## src/rtl/pipe_ctrl_pkg.sv

```systemverilog
// Shared types and constants for the pipeline controller.
package pipe_ctrl_pkg;

  typedef enum logic [1:0] {
    ST_RUN   = 2'd0,
    ST_DRAIN = 2'd1,
    ST_HALT  = 2'd2
  } state_t;

  // x0 is hardwired zero, so a load targeting it never creates a hazard.
  localparam logic [4:0]  REG_ZERO = 5'd0;
  // Canonical NOP (addi x0,x0,0) loaded by a bubbled stage register.
  localparam logic [31:0] NOP_INSN = 32'h0000_0013;

endpackage

```

## src/rtl/pipe_ctrl_hazard_detect.sv

```systemverilog
// Load-use comparator: the load in E writes a register the instruction in D reads.
module hazard_detect
  import pipe_ctrl_pkg::*;
(
  input  logic [4:0] rs1,
  input  logic [4:0] rs2,
  input  logic       use_rs1,
  input  logic       use_rs2,
  input  logic [4:0] rd,
  input  logic       is_load,
  output logic       hit
);

  logic rd_live;

  // A hit needs a real destination and a matching, actually-read source.
  always_comb begin
    rd_live = is_load && (rd != REG_ZERO);
    hit     = rd_live && ((use_rs1 && (rs1 == rd)) || (use_rs2 && (rs2 == rd)));
  end

endmodule

```

## src/rtl/pipe_ctrl.sv

```systemverilog
// Central five-stage pipeline controller: hazard arbitration, trap drain,
// ebreak halt and stall/flush performance counters.
module pipe_ctrl
  import pipe_ctrl_pkg::*;
#(
  parameter int XLEN  = 64,
  parameter int CNT_W = 32
) (
  input  logic             clk,
  input  logic             rst,
  input  logic             fetch_i_busy,
  input  logic [4:0]       dec_i_rs1,
  input  logic [4:0]       dec_i_rs2,
  input  logic             dec_i_use_rs1,
  input  logic             dec_i_use_rs2,
  input  logic [4:0]       exe_i_rd,
  input  logic             exe_i_is_load,
  input  logic             exe_i_mdu_busy,
  input  logic             exe_i_redirect,
  input  logic [XLEN-1:0]  exe_i_redirect_pc,
  input  logic             mem_i_busy,
  input  logic             wb_i_trap,
  input  logic [XLEN-1:0]  wb_i_trap_vec,
  input  logic             wb_i_ebreak,
  output logic             ctrl_o_stall_f,
  output logic             ctrl_o_stall_d,
  output logic             ctrl_o_stall_e,
  output logic             ctrl_o_stall_m,
  output logic             ctrl_o_bubble_d,
  output logic             ctrl_o_bubble_e,
  output logic             ctrl_o_bubble_m,
  output logic             ctrl_o_bubble_w,
  output logic             ctrl_o_redirect,
  output logic [XLEN-1:0]  ctrl_o_redirect_pc,
  output logic             ctrl_o_halted,
  output logic [CNT_W-1:0] ctrl_o_cnt_mem,
  output logic [CNT_W-1:0] ctrl_o_cnt_hazard,
  output logic [CNT_W-1:0] ctrl_o_cnt_flush
);

  state_t          state_q, state_d;
  logic [XLEN-1:0] trap_pc_q;
  logic            lu_hit;
  logic            inc_mem, inc_hazard, inc_flush, latch_vec;

  hazard_detect u_hazard (
    .rs1     (dec_i_rs1),
    .rs2     (dec_i_rs2),
    .use_rs1 (dec_i_use_rs1),
    .use_rs2 (dec_i_use_rs2),
    .rd      (exe_i_rd),
    .is_load (exe_i_is_load),
    .hit     (lu_hit)
  );

  // State register.
  always_ff @(posedge clk or negedge rst) begin
    if (!rst) state_q <= ST_RUN;
    else      state_q <= state_d;
  end

  // Next state: ebreak halts for good, a trap stuck behind memory drains first.
  always_comb begin
    state_d = state_q;
    case (state_q)
      ST_RUN: begin
        if (wb_i_ebreak)                  state_d = ST_HALT;
        else if (wb_i_trap && mem_i_busy) state_d = ST_DRAIN;
      end
      ST_DRAIN: if (!mem_i_busy) state_d = ST_RUN;
      ST_HALT:  state_d = ST_HALT;
      default:  state_d = ST_RUN;
    endcase
  end

  // Outputs: priority-ordered hazard arbitration; stall and bubble never share a stage.
  always_comb begin
    ctrl_o_stall_f     = 1'b0;
    ctrl_o_stall_d     = 1'b0;
    ctrl_o_stall_e     = 1'b0;
    ctrl_o_stall_m     = 1'b0;
    ctrl_o_bubble_d    = 1'b0;
    ctrl_o_bubble_e    = 1'b0;
    ctrl_o_bubble_m    = 1'b0;
    ctrl_o_bubble_w    = 1'b0;
    ctrl_o_redirect    = 1'b0;
    ctrl_o_redirect_pc = '0;
    ctrl_o_halted      = 1'b0;
    inc_mem            = 1'b0;
    inc_hazard         = 1'b0;
    inc_flush          = 1'b0;
    latch_vec          = 1'b0;
    case (state_q)
      ST_RUN: begin
        if (wb_i_ebreak) begin
          ctrl_o_stall_f = 1'b1;
          {ctrl_o_bubble_d, ctrl_o_bubble_e, ctrl_o_bubble_m, ctrl_o_bubble_w} = 4'b1111;
        end else if (wb_i_trap) begin
          {ctrl_o_bubble_d, ctrl_o_bubble_e, ctrl_o_bubble_m, ctrl_o_bubble_w} = 4'b1111;
          inc_flush = 1'b1;
          if (mem_i_busy) begin
            ctrl_o_stall_f = 1'b1;
            latch_vec      = 1'b1;
          end else begin
            ctrl_o_redirect    = 1'b1;
            ctrl_o_redirect_pc = wb_i_trap_vec;
          end
        end else if (mem_i_busy) begin
          {ctrl_o_stall_f, ctrl_o_stall_d, ctrl_o_stall_e, ctrl_o_stall_m} = 4'b1111;
          ctrl_o_bubble_w = 1'b1;
          inc_mem         = 1'b1;
        end else if (exe_i_mdu_busy) begin
          {ctrl_o_stall_f, ctrl_o_stall_d, ctrl_o_stall_e} = 3'b111;
          ctrl_o_bubble_m = 1'b1;
          inc_hazard      = 1'b1;
        end else if (exe_i_redirect) begin
          ctrl_o_bubble_d    = 1'b1;
          ctrl_o_bubble_e    = 1'b1;
          ctrl_o_redirect    = 1'b1;
          ctrl_o_redirect_pc = exe_i_redirect_pc;
          inc_flush          = 1'b1;
        end else if (lu_hit) begin
          ctrl_o_stall_f  = 1'b1;
          ctrl_o_stall_d  = 1'b1;
          ctrl_o_bubble_e = 1'b1;
          inc_hazard      = 1'b1;
        end else if (fetch_i_busy) begin
          ctrl_o_bubble_d = 1'b1;
        end
      end
      ST_DRAIN: begin
        ctrl_o_stall_f = 1'b1;
        {ctrl_o_bubble_d, ctrl_o_bubble_e, ctrl_o_bubble_m, ctrl_o_bubble_w} = 4'b1111;
        if (!mem_i_busy) begin
          ctrl_o_redirect    = 1'b1;
          ctrl_o_redirect_pc = trap_pc_q;
        end
      end
      ST_HALT: begin
        ctrl_o_stall_f = 1'b1;
        {ctrl_o_bubble_d, ctrl_o_bubble_e, ctrl_o_bubble_m, ctrl_o_bubble_w} = 4'b1111;
        ctrl_o_halted = 1'b1;
      end
      default: ;
    endcase
  end

  // Trap vector held while the pipeline waits for memory to go idle.
  always_ff @(posedge clk or negedge rst) begin
    if (!rst)           trap_pc_q <= '0;
    else if (latch_vec) trap_pc_q <= wb_i_trap_vec;
  end

  // Performance counters; they wrap naturally at 2^CNT_W.
  always_ff @(posedge clk or negedge rst) begin
    if (!rst) begin
      ctrl_o_cnt_mem    <= '0;
      ctrl_o_cnt_hazard <= '0;
      ctrl_o_cnt_flush  <= '0;
    end else begin
      if (inc_mem)    ctrl_o_cnt_mem    <= ctrl_o_cnt_mem + 1'b1;
      if (inc_hazard) ctrl_o_cnt_hazard <= ctrl_o_cnt_hazard + 1'b1;
      if (inc_flush)  ctrl_o_cnt_flush  <= ctrl_o_cnt_flush + 1'b1;
    end
  end

endmodule

```

## config.mk

```make
export PLATFORM = sky130hd
export DESIGN_NAME = pipe_ctrl
export DESIGN_NICKNAME = d
export VERILOG_FILES = /design/src/rtl/pipe_ctrl_pkg.sv /design/src/rtl/pipe_ctrl_hazard_detect.sv /design/src/rtl/pipe_ctrl.sv
export SDC_FILE = /design/constraint.sdc
export NUM_CORES = 1
export LEC_CHECK = 0
export CAP_MARGIN = 20
export CORE_MARGIN = 8
export CORE_UTILIZATION = 40
export DETAILED_ROUTE_END_ITERATION = 6
export GPL_ROUTABILITY_DRIVEN = 0
export PLACE_DENSITY_LB_ADDON = 0.2
export SLEW_MARGIN = 20
export SYNTH_ARGS = -nofsm -noshare
export SYNTH_HDL_FRONTEND = slang
export SYNTH_SLANG_ARGS = --single-unit
```

## constraint.sdc

```tcl
create_clock -name clk -period 2.2 [get_ports clk]
set_input_delay 0.22 -clock clk [delete_from_list [all_inputs] [get_ports clk]]
set_output_delay 0.22 -clock clk [all_outputs]
set_load 0.005 [all_outputs]
```

==> impl_metrics.py, run 1 <==
metrics = {
    "routing": {
        "vias": 7867,
        "wire_per_inst_um": 19.9,
        "drc": 0,
        "vias_per_cell": 5.27,
        "totalWireLength_um": 29700,
        "drt-initial-drc-count": 430,
        "antenna_left": 0,
        "drt_first_pass_iters": 5,
    },
    "floorplan": {
        "chipHeight_um": 160,
        "ios": 324,
        "die_w_um": 160,
        "core_area_mm2": 0.0203,
        "placement_rows": 52,
        "start_util": 0.408,
        "die_area_mm2": 0.0255,
    },
    "power": {
        "pwr-share-seq": 0.433,
        "p_sw_uw": 2610,
        "leakagePower_uw": 0.00604,
        "p_int_uw": 6800,
        "p_clk_frac": 0.333,
        "vdd_ir_drop_max_mv": 0.528,
        "power.density_mw_per_mm2": 683,
        "fin_total_pwr_uw": 9420,
        "p_sw_frac": 0.278,
        "p_comb_frac": 0.235,
    },
    "synthesis": {
        "syn_area_per_cell_um2": 10.4,
        "synth_area_mm2": 0.00827,
        "yosys_warnings": 0,
        "ys_ff_latch": 162,
        "synth-edff-count": 0,
        "synthArstFlopShare": 1.00,
        "synth_cell_types": 51,
        "synthFlopType": "dfrtp_1",
        "synth_seq_area_share": 0.490,
        "synthCells": 796,
        "synth_fp_nets": 957,
    },
    "sta": {
        "min_period_ns": 2.46,
        "rsz0062_at_grt": "yes",
        "tns_ns": -8.20,
        "slew_headroom": 0.680,
        "hold_viol_final": 0,
        "finalSetupViolCount": 80,
        "worst_slack_ns": -0.263,
        "finClkSkew_ns": 0.0116,
        "tightest_slew_ns": 0.480,
        "fin_crit_sh": 1.12,
        "drv_slew": 0,
        "final.hold.worst_slack_ns": 0.302,
        "max_freq_mhz": 406,
    },
    "cells_and_area": {
        "fillers": 1616,
        "num-nets-final": 1372,
        "diodes": 0,
        "seq_area_mm2": 0.00405,
        "area_growth_pct": 66.6,
        "multiInputGateArea_mm2": 0.00445,
        "drive_above_1_share": 0.312,
    },
    "grt": {
        "grt_pass1_vias": 8295,
        "grtUsageTotal": 0.226,
        "antenna_found_initial": 1,
        "grt_pass1_wl_um": 46300,
        "grt-ovfl-total": 0,
        "grt_max_degree": 52,
    },
    "cts": {
        "clk-insertion-delay-late_ns": 0.42,
        "htree_levels": 4,
        "path_clk_slew_ns": 0.07,
        "cts_root_buf": "clkbuf_16",
        "cts_tree": "done",
        "clock_sinks": 162,
        "numCtsBuffers": 17,
        "clock_path_buffers": 2,
    },
    "critical_path": {
        "cp-end-kind": "flop",
        "crit_arrival_ns": 2.81,
        "cp.required_ns": 2.55,
        "crit_fanout": 8,
        "critPathLaunchType": "flop",
        "path_class": "reg2reg",
    },
    "placement": {
        "port_buffers": 323,
        "dp_hpwl_um": 20100,
    },
    "flow_run": {
        "cap_violations": 0,
    },
    "worst_hold_path": {
        "hold_class": "in2async",
    },
    "status": {
        "violations": "negative setup slack",
        "status": "finished, violations left",
    },
}
[power groups by stage]
stage	Combinational, uW	Sequential, uW	Clock [uW]
2_1_floorplan	971	3980	0
3_3_place_gp	2010	4030	0
3_5_place_dp	2060	4060	0
4_1_cts	2120	4020	3200
5_1_grt	2400	4160	3340
6_report	2210	4070	3130
[area by class of cell]
class / count / share of cell area
multi-input cells: 584 / 0.323
repair buffers: 439 / 0.312
clock buffers: 17 / 0.0309
well taps: 270 / 0.0245
clock inverters: 15 / 0.0140
flip-flops and latches: 162 / 0.294
inverters: 7 / 0.00191
[per-stage QoR]
stage               instances  worst slack, ns  utilization  cell area (um2)
floorplan                 796          -0.0863            -             8300
global placement         1413           -0.381        0.610            12400
detailed placement       1413           -0.414        0.610            12400
global route             1494           -0.382        0.679            13800
CTS                      1474           -0.238        0.664            13500
finish                   1494           -0.263        0.679            13800
[timing repair]
action | in CTS | in global routing
setup endpoints to repair | 111 | 113
pin swaps | 19 | 14
cloned | 10 | 4
buffers inserted | 18 | 20
hold buffers | 1 | 0
hold endpoints to repair | 41 | 0
resized for setup | 293 | 178
[layout by cell type, fill, tap and decap left out, drive strengths merged, types with 8 or more instances in the layout]
cell type / count
a21oi: 9
a22oi: 64
and3: 13
buf: 176
clkbuf: 24
clkdlybuf4s50: 241
dfrtp: 162
dlygate4sd2: 11
inv: 14
mux2: 66
nand2: 105
nand3: 28
nand4: 20
nor2: 32
nor3: 9
nor3b: 9
o21ai: 67
or3: 8
xnor2: 69
xor2: 34
[logic make-up after synthesis]
group	Yosys count	synth area share
compound gates	150	0.113
fa+ha+maj	7	0.0106
mux	66	0.0898
simple gates	258	0.163
xor+xnor	103	0.109
flops	162	0.490
buf+inv	50	0.0242
[registers in the layout (all words and copies together), names as in the netlist]
register and flops:
trap_pc_q 64, state_q 2, ctrl_o_cnt_mem 32, ctrl_o_cnt_flush 32, ctrl_o_cnt_hazard 32
[cell usage after synthesis (2+ instances only)]
cell,number,area share
and4_1,4,0.0042
buf_2,4,0.0024
or4_1,2,0.0018
and2_1,2,0.0015
nor2_1,32,0.015
and3_1,13,0.0098
nand2_1,105,0.048
o21ai_0,65,0.039
dfrtp_1,162,0.49
and4bb_2,2,0.0030
or3_1,6,0.0045
nor4_2,2,0.0030
mux2_2,66,0.090
buf_1,4,0.0018
nor3b_1,6,0.0054
or3_4,2,0.0027
nor2b_1,5,0.0038
a21oi_1,9,0.0054
o21ai_1,2,0.0012
nand2b_1,6,0.0045
clkbuf_1,34,0.015
or2_2,2,0.0015
xor2_1,34,0.036
nand4_1,19,0.014
ha_1,7,0.011
nor3_1,8,0.0048
nor3b_2,3,0.0045
nand3_1,28,0.017
xnor2_1,69,0.073
inv_1,7,0.0032
a22oi_1,64,0.058
nor4_1,2,0.0015
o22ai_1,2,0.0015
[routing by layer]
layer / vias to the layer above / share of wire / GRT usage
met5: - / 0.00044 / 0
met4: 2 / 0.038 / 0.102
met3: 67 / 0.066 / 0.0643
met2: 280 / 0.48 / 0.367
met1: 3849 / 0.42 / 0.275
li1: 3669 / - / -
[worst max-delay path, cell delays in order (launching register included)]
cell	delay (ns)
dfrtp_1	0.40
inv_2	0.09
ha_4	0.12
or3b_4	0.38
or3_4	0.35
nor4bb_2	0.33
a32oi_2	0.12
buf_4	0.22
nor4_4	0.22
xor2_1	0.16
[worst paths after layout]
kind	cells after the start	from	slack [ns]	to
setup reg to reg	9	state_q[1]$_DFFE_PN0P_	-0.26	ctrl_o_cnt_hazard[23]$_DFFE_PN0P_
hold / removal	2	rst	0.30	trap_pc_q[20]$_DFFE_PN0P_
setup / recovery	9	state_q[1]$_DFFE_PN0P_	-0.26	ctrl_o_cnt_hazard[23]$_DFFE_PN0P_
min in group clk	2	wb_i_trap_vec[56]	0.44	trap_pc_q[56]$_DFFE_PN0P_
hold reg to reg	1	ctrl_o_cnt_flush[31]$_DFFE_PN0P_	0.47	ctrl_o_cnt_flush[31]$_DFFE_PN0P_
max in group asynchronous	3	rst	1.23	ctrl_o_cnt_flush[26]$_DFFE_PN0P_
Power figures use the tool's default switching activity.
==> run 2: changes to the inputs <==
GPL_ROUTABILITY_DRIVEN = 1   (was 0)
SLEW_MARGIN = unset   (was 20)
==> results of run 2 <==
No change in the layout: final DEF, timing and power equal those of run 1.
==> run 3: changes to the inputs <==
CORE_UTILIZATION = 30   (was 40)
==> run 3 against run 2 <==
Compared with the run above:
- the run still ends with negative setup slack left
- clock power down 5%
- final cell count up 5.4%
- first-iteration DRC count down 3.0%
- count of clock-buffer cells in the layout up 1
- setup slack better by 0.097 ns
- clock skew up 0.0084 ns
- sequential share of layout area down 0.39 points
- power down 1.9%
- highest routed layer is now met4
==> impl_metrics.py, run 3 (synthesis gave the netlist of run 1 again) <==
metrics = {
    "status": {
        "status": "finished, violations left",
        "violations": "negative setup slack",
    },
    "sta": {
        "worst_slack_ns": -0.166,
        "rsz0062_at_grt": "yes",
        "min_period_ns": 2.37,
        "finClkSkew_ns": 0.0200,
        "slew_headroom": 0.604,
        "hold_viol_final": 0,
        "max_freq_mhz": 423,
        "drv_slew": 0,
        "tightest_slew_ns": 0.593,
        "finalSetupViolCount": 40,
        "fin_crit_sh": 1.08,
    },
    "power": {
        "leakagePower_uw": 0.00619,
        "vdd_ir_drop_max_mv": 0.510,
        "power.density_mw_per_mm2": 661,
    },
    "critical_path": {
        "cp.required_ns": 2.55,
        "crit_arrival_ns": 2.71,
        "path_class": "reg2reg",
        "critPathLaunchType": "flop",
        "reg2regPathDepth": 11,
        "crit_fanout": 6,
        "r2r_setup_slack_ns": -0.17,
        "reg2reg_from": "state_q[0]$_DFFE_PN0P_",
        "cp-end-kind": "flop",
        "timing.rr.end": "ctrl_o_cnt_hazard[30]$_DFFE_PN0P_",
    },
    "cells_and_area": {
        "area_growth_pct": 68.9,
        "largest_reg_flops": 64,
        "diodes": 0,
        "utilization": 0.517,
        "final_common_cell": "clkdlybuf4s50_1",
        "largest_register": "trap_pc_q",
        "final_cell_mix": "clkdlybuf4s50_1, dfrtp_1, nand2_1, buf_4",
        "drive_above_1_share": 0.297,
        "final_cell_count_no_fill": 1575,
        "num-nets-final": 1382,
    },
    "cts": {
        "numCtsBuffers": 17,
        "path_clk_slew_ns": 0.08,
        "cts_tree": "done",
        "htree_levels": 4,
        "clock_path_buffers": 2,
        "cts_root_buf": "clkbuf_16",
        "clk-insertion-delay-late_ns": 0.43,
        "clock_sinks": 162,
    },
    "grt": {
        "grtUsageTotal": 0.178,
        "grt-ovfl-total": 0,
        "grt_pass1_vias": 7995,
        "antenna_found_initial": 0,
        "grt_pass1_wl_um": 46700,
        "grt_max_degree": 59,
    },
    "worst_hold_path": {
        "hold_class": "in2async",
    },
    "routing": {
        "wire_per_inst_um": 19.5,
        "vias_per_cell": 4.90,
        "drt-initial-drc-count": 417,
        "totalWireLength_um": 30700,
        "drc": 0,
        "drt_first_pass_iters": 5,
        "antenna_left": 0,
        "vias": 7717,
    },
    "placement": {
        "dp_cells": 1491,
        "port_buffers": 323,
        "gp_congestion": 0.829,
        "dp_hpwl_um": 20600,
    },
    "floorplan": {
        "die_w_um": 182,
        "ios": 324,
        "start_util": 0.306,
        "core_area_mm2": 0.0270,
        "die_area_mm2": 0.0331,
        "placement_rows": 60,
        "chipHeight_um": 182,
    },
    "flow_run": {
        "cap_violations": 0,
    },
}
-- run 3: layout make-up --
cell class | count | area, um2
inverter | 7 | 26.3
tap | 341 | 427
clock buffer | 18 | 439
fill | 2508 | 13100
multi-input combinational | 584 | 4420
clock inverter | 14 | 133
timing repair buffer | 449 | 4470
sequential | 162 | 4050
-- run 3: how the worst max path moves through the flow --
stage / to / slack, ns / depth (start not counted) / start
2_1_floorplan: ctrl_o_cnt_hazard[23]$_DFFE_PN0P_ / -0.09 / 9 / state_q[0]$_DFFE_PN0P_
3_3_place_gp: ctrl_o_redirect_pc[9] / -0.48 / 8 / exe_i_redirect
3_5_place_dp: ctrl_o_redirect_pc[9] / -0.47 / 8 / exe_i_redirect
4_1_cts: ctrl_o_cnt_hazard[23]$_DFFE_PN0P_ / -0.20 / 9 / state_q[0]$_DFFE_PN0P_
5_1_grt: ctrl_o_cnt_hazard[23]$_DFFE_PN0P_ / -0.31 / 9 / state_q[0]$_DFFE_PN0P_
6_report: ctrl_o_cnt_hazard[30]$_DFFE_PN0P_ / -0.17 / 11 / state_q[0]$_DFFE_PN0P_
-- run 3: where the power goes --
part	switching [uW]	total, uW	leakage [uW]	internal, uW
Clock	1440	2980	0.000282	1540
Combinational	857	2220	0.00377	1370
Sequential	394	4030	0.00214	3640
-- run 3: timing repair --
| item | CTS | global route |
|---|---|---|
| pin swaps | 16 | 20 |
| endpoints found under the hold margin | 54 | 0 |
| hold buffers | 1 | 0 |
| setup endpoints to repair | 105 | 107 |
| buffers inserted | 17 | 20 |
| gates cloned | 11 | 6 |
| gates resized for setup | 347 | 100 |
-- run 3: layer usage --
layer	track usage	part of all wire
met1	0.226	0.43
met4	0.0489	0.017
met2	0.295	0.49
met5	0	0
met3	0.0445	0.059
-- run 3: critical path, cell delays in order (launching register included) --
cell,delay (ns)
dfrtp_1,0.39
inv_2,0.09
ha_4,0.13
or3b_4,0.37
or3_4,0.36
buf_4,0.16
nor4_4,0.17
a21oi_4,0.12
buf_12,0.14
buf_16,0.14
nor2b_4,0.10
xor2_1,0.14
-- run 3: through the flow --
stage	hold slack, ns	area (um2)	setup TNS (ns)	power [uW]	setup slack [ns]
6_report	0.333	14000	-2.97	9240	-0.166
5_1_grt	0.402	14000	-9.52	9730	-0.306
4_1_cts	0.352	13500	-2.96	9180	-0.198
3_5_place_dp	0.256	12500	-35.59	6140	-0.469
3_3_place_gp	0.247	12500	-37.09	6080	-0.480
2_1_floorplan	-0.0756	8300	-0.482	4950	-0.0863
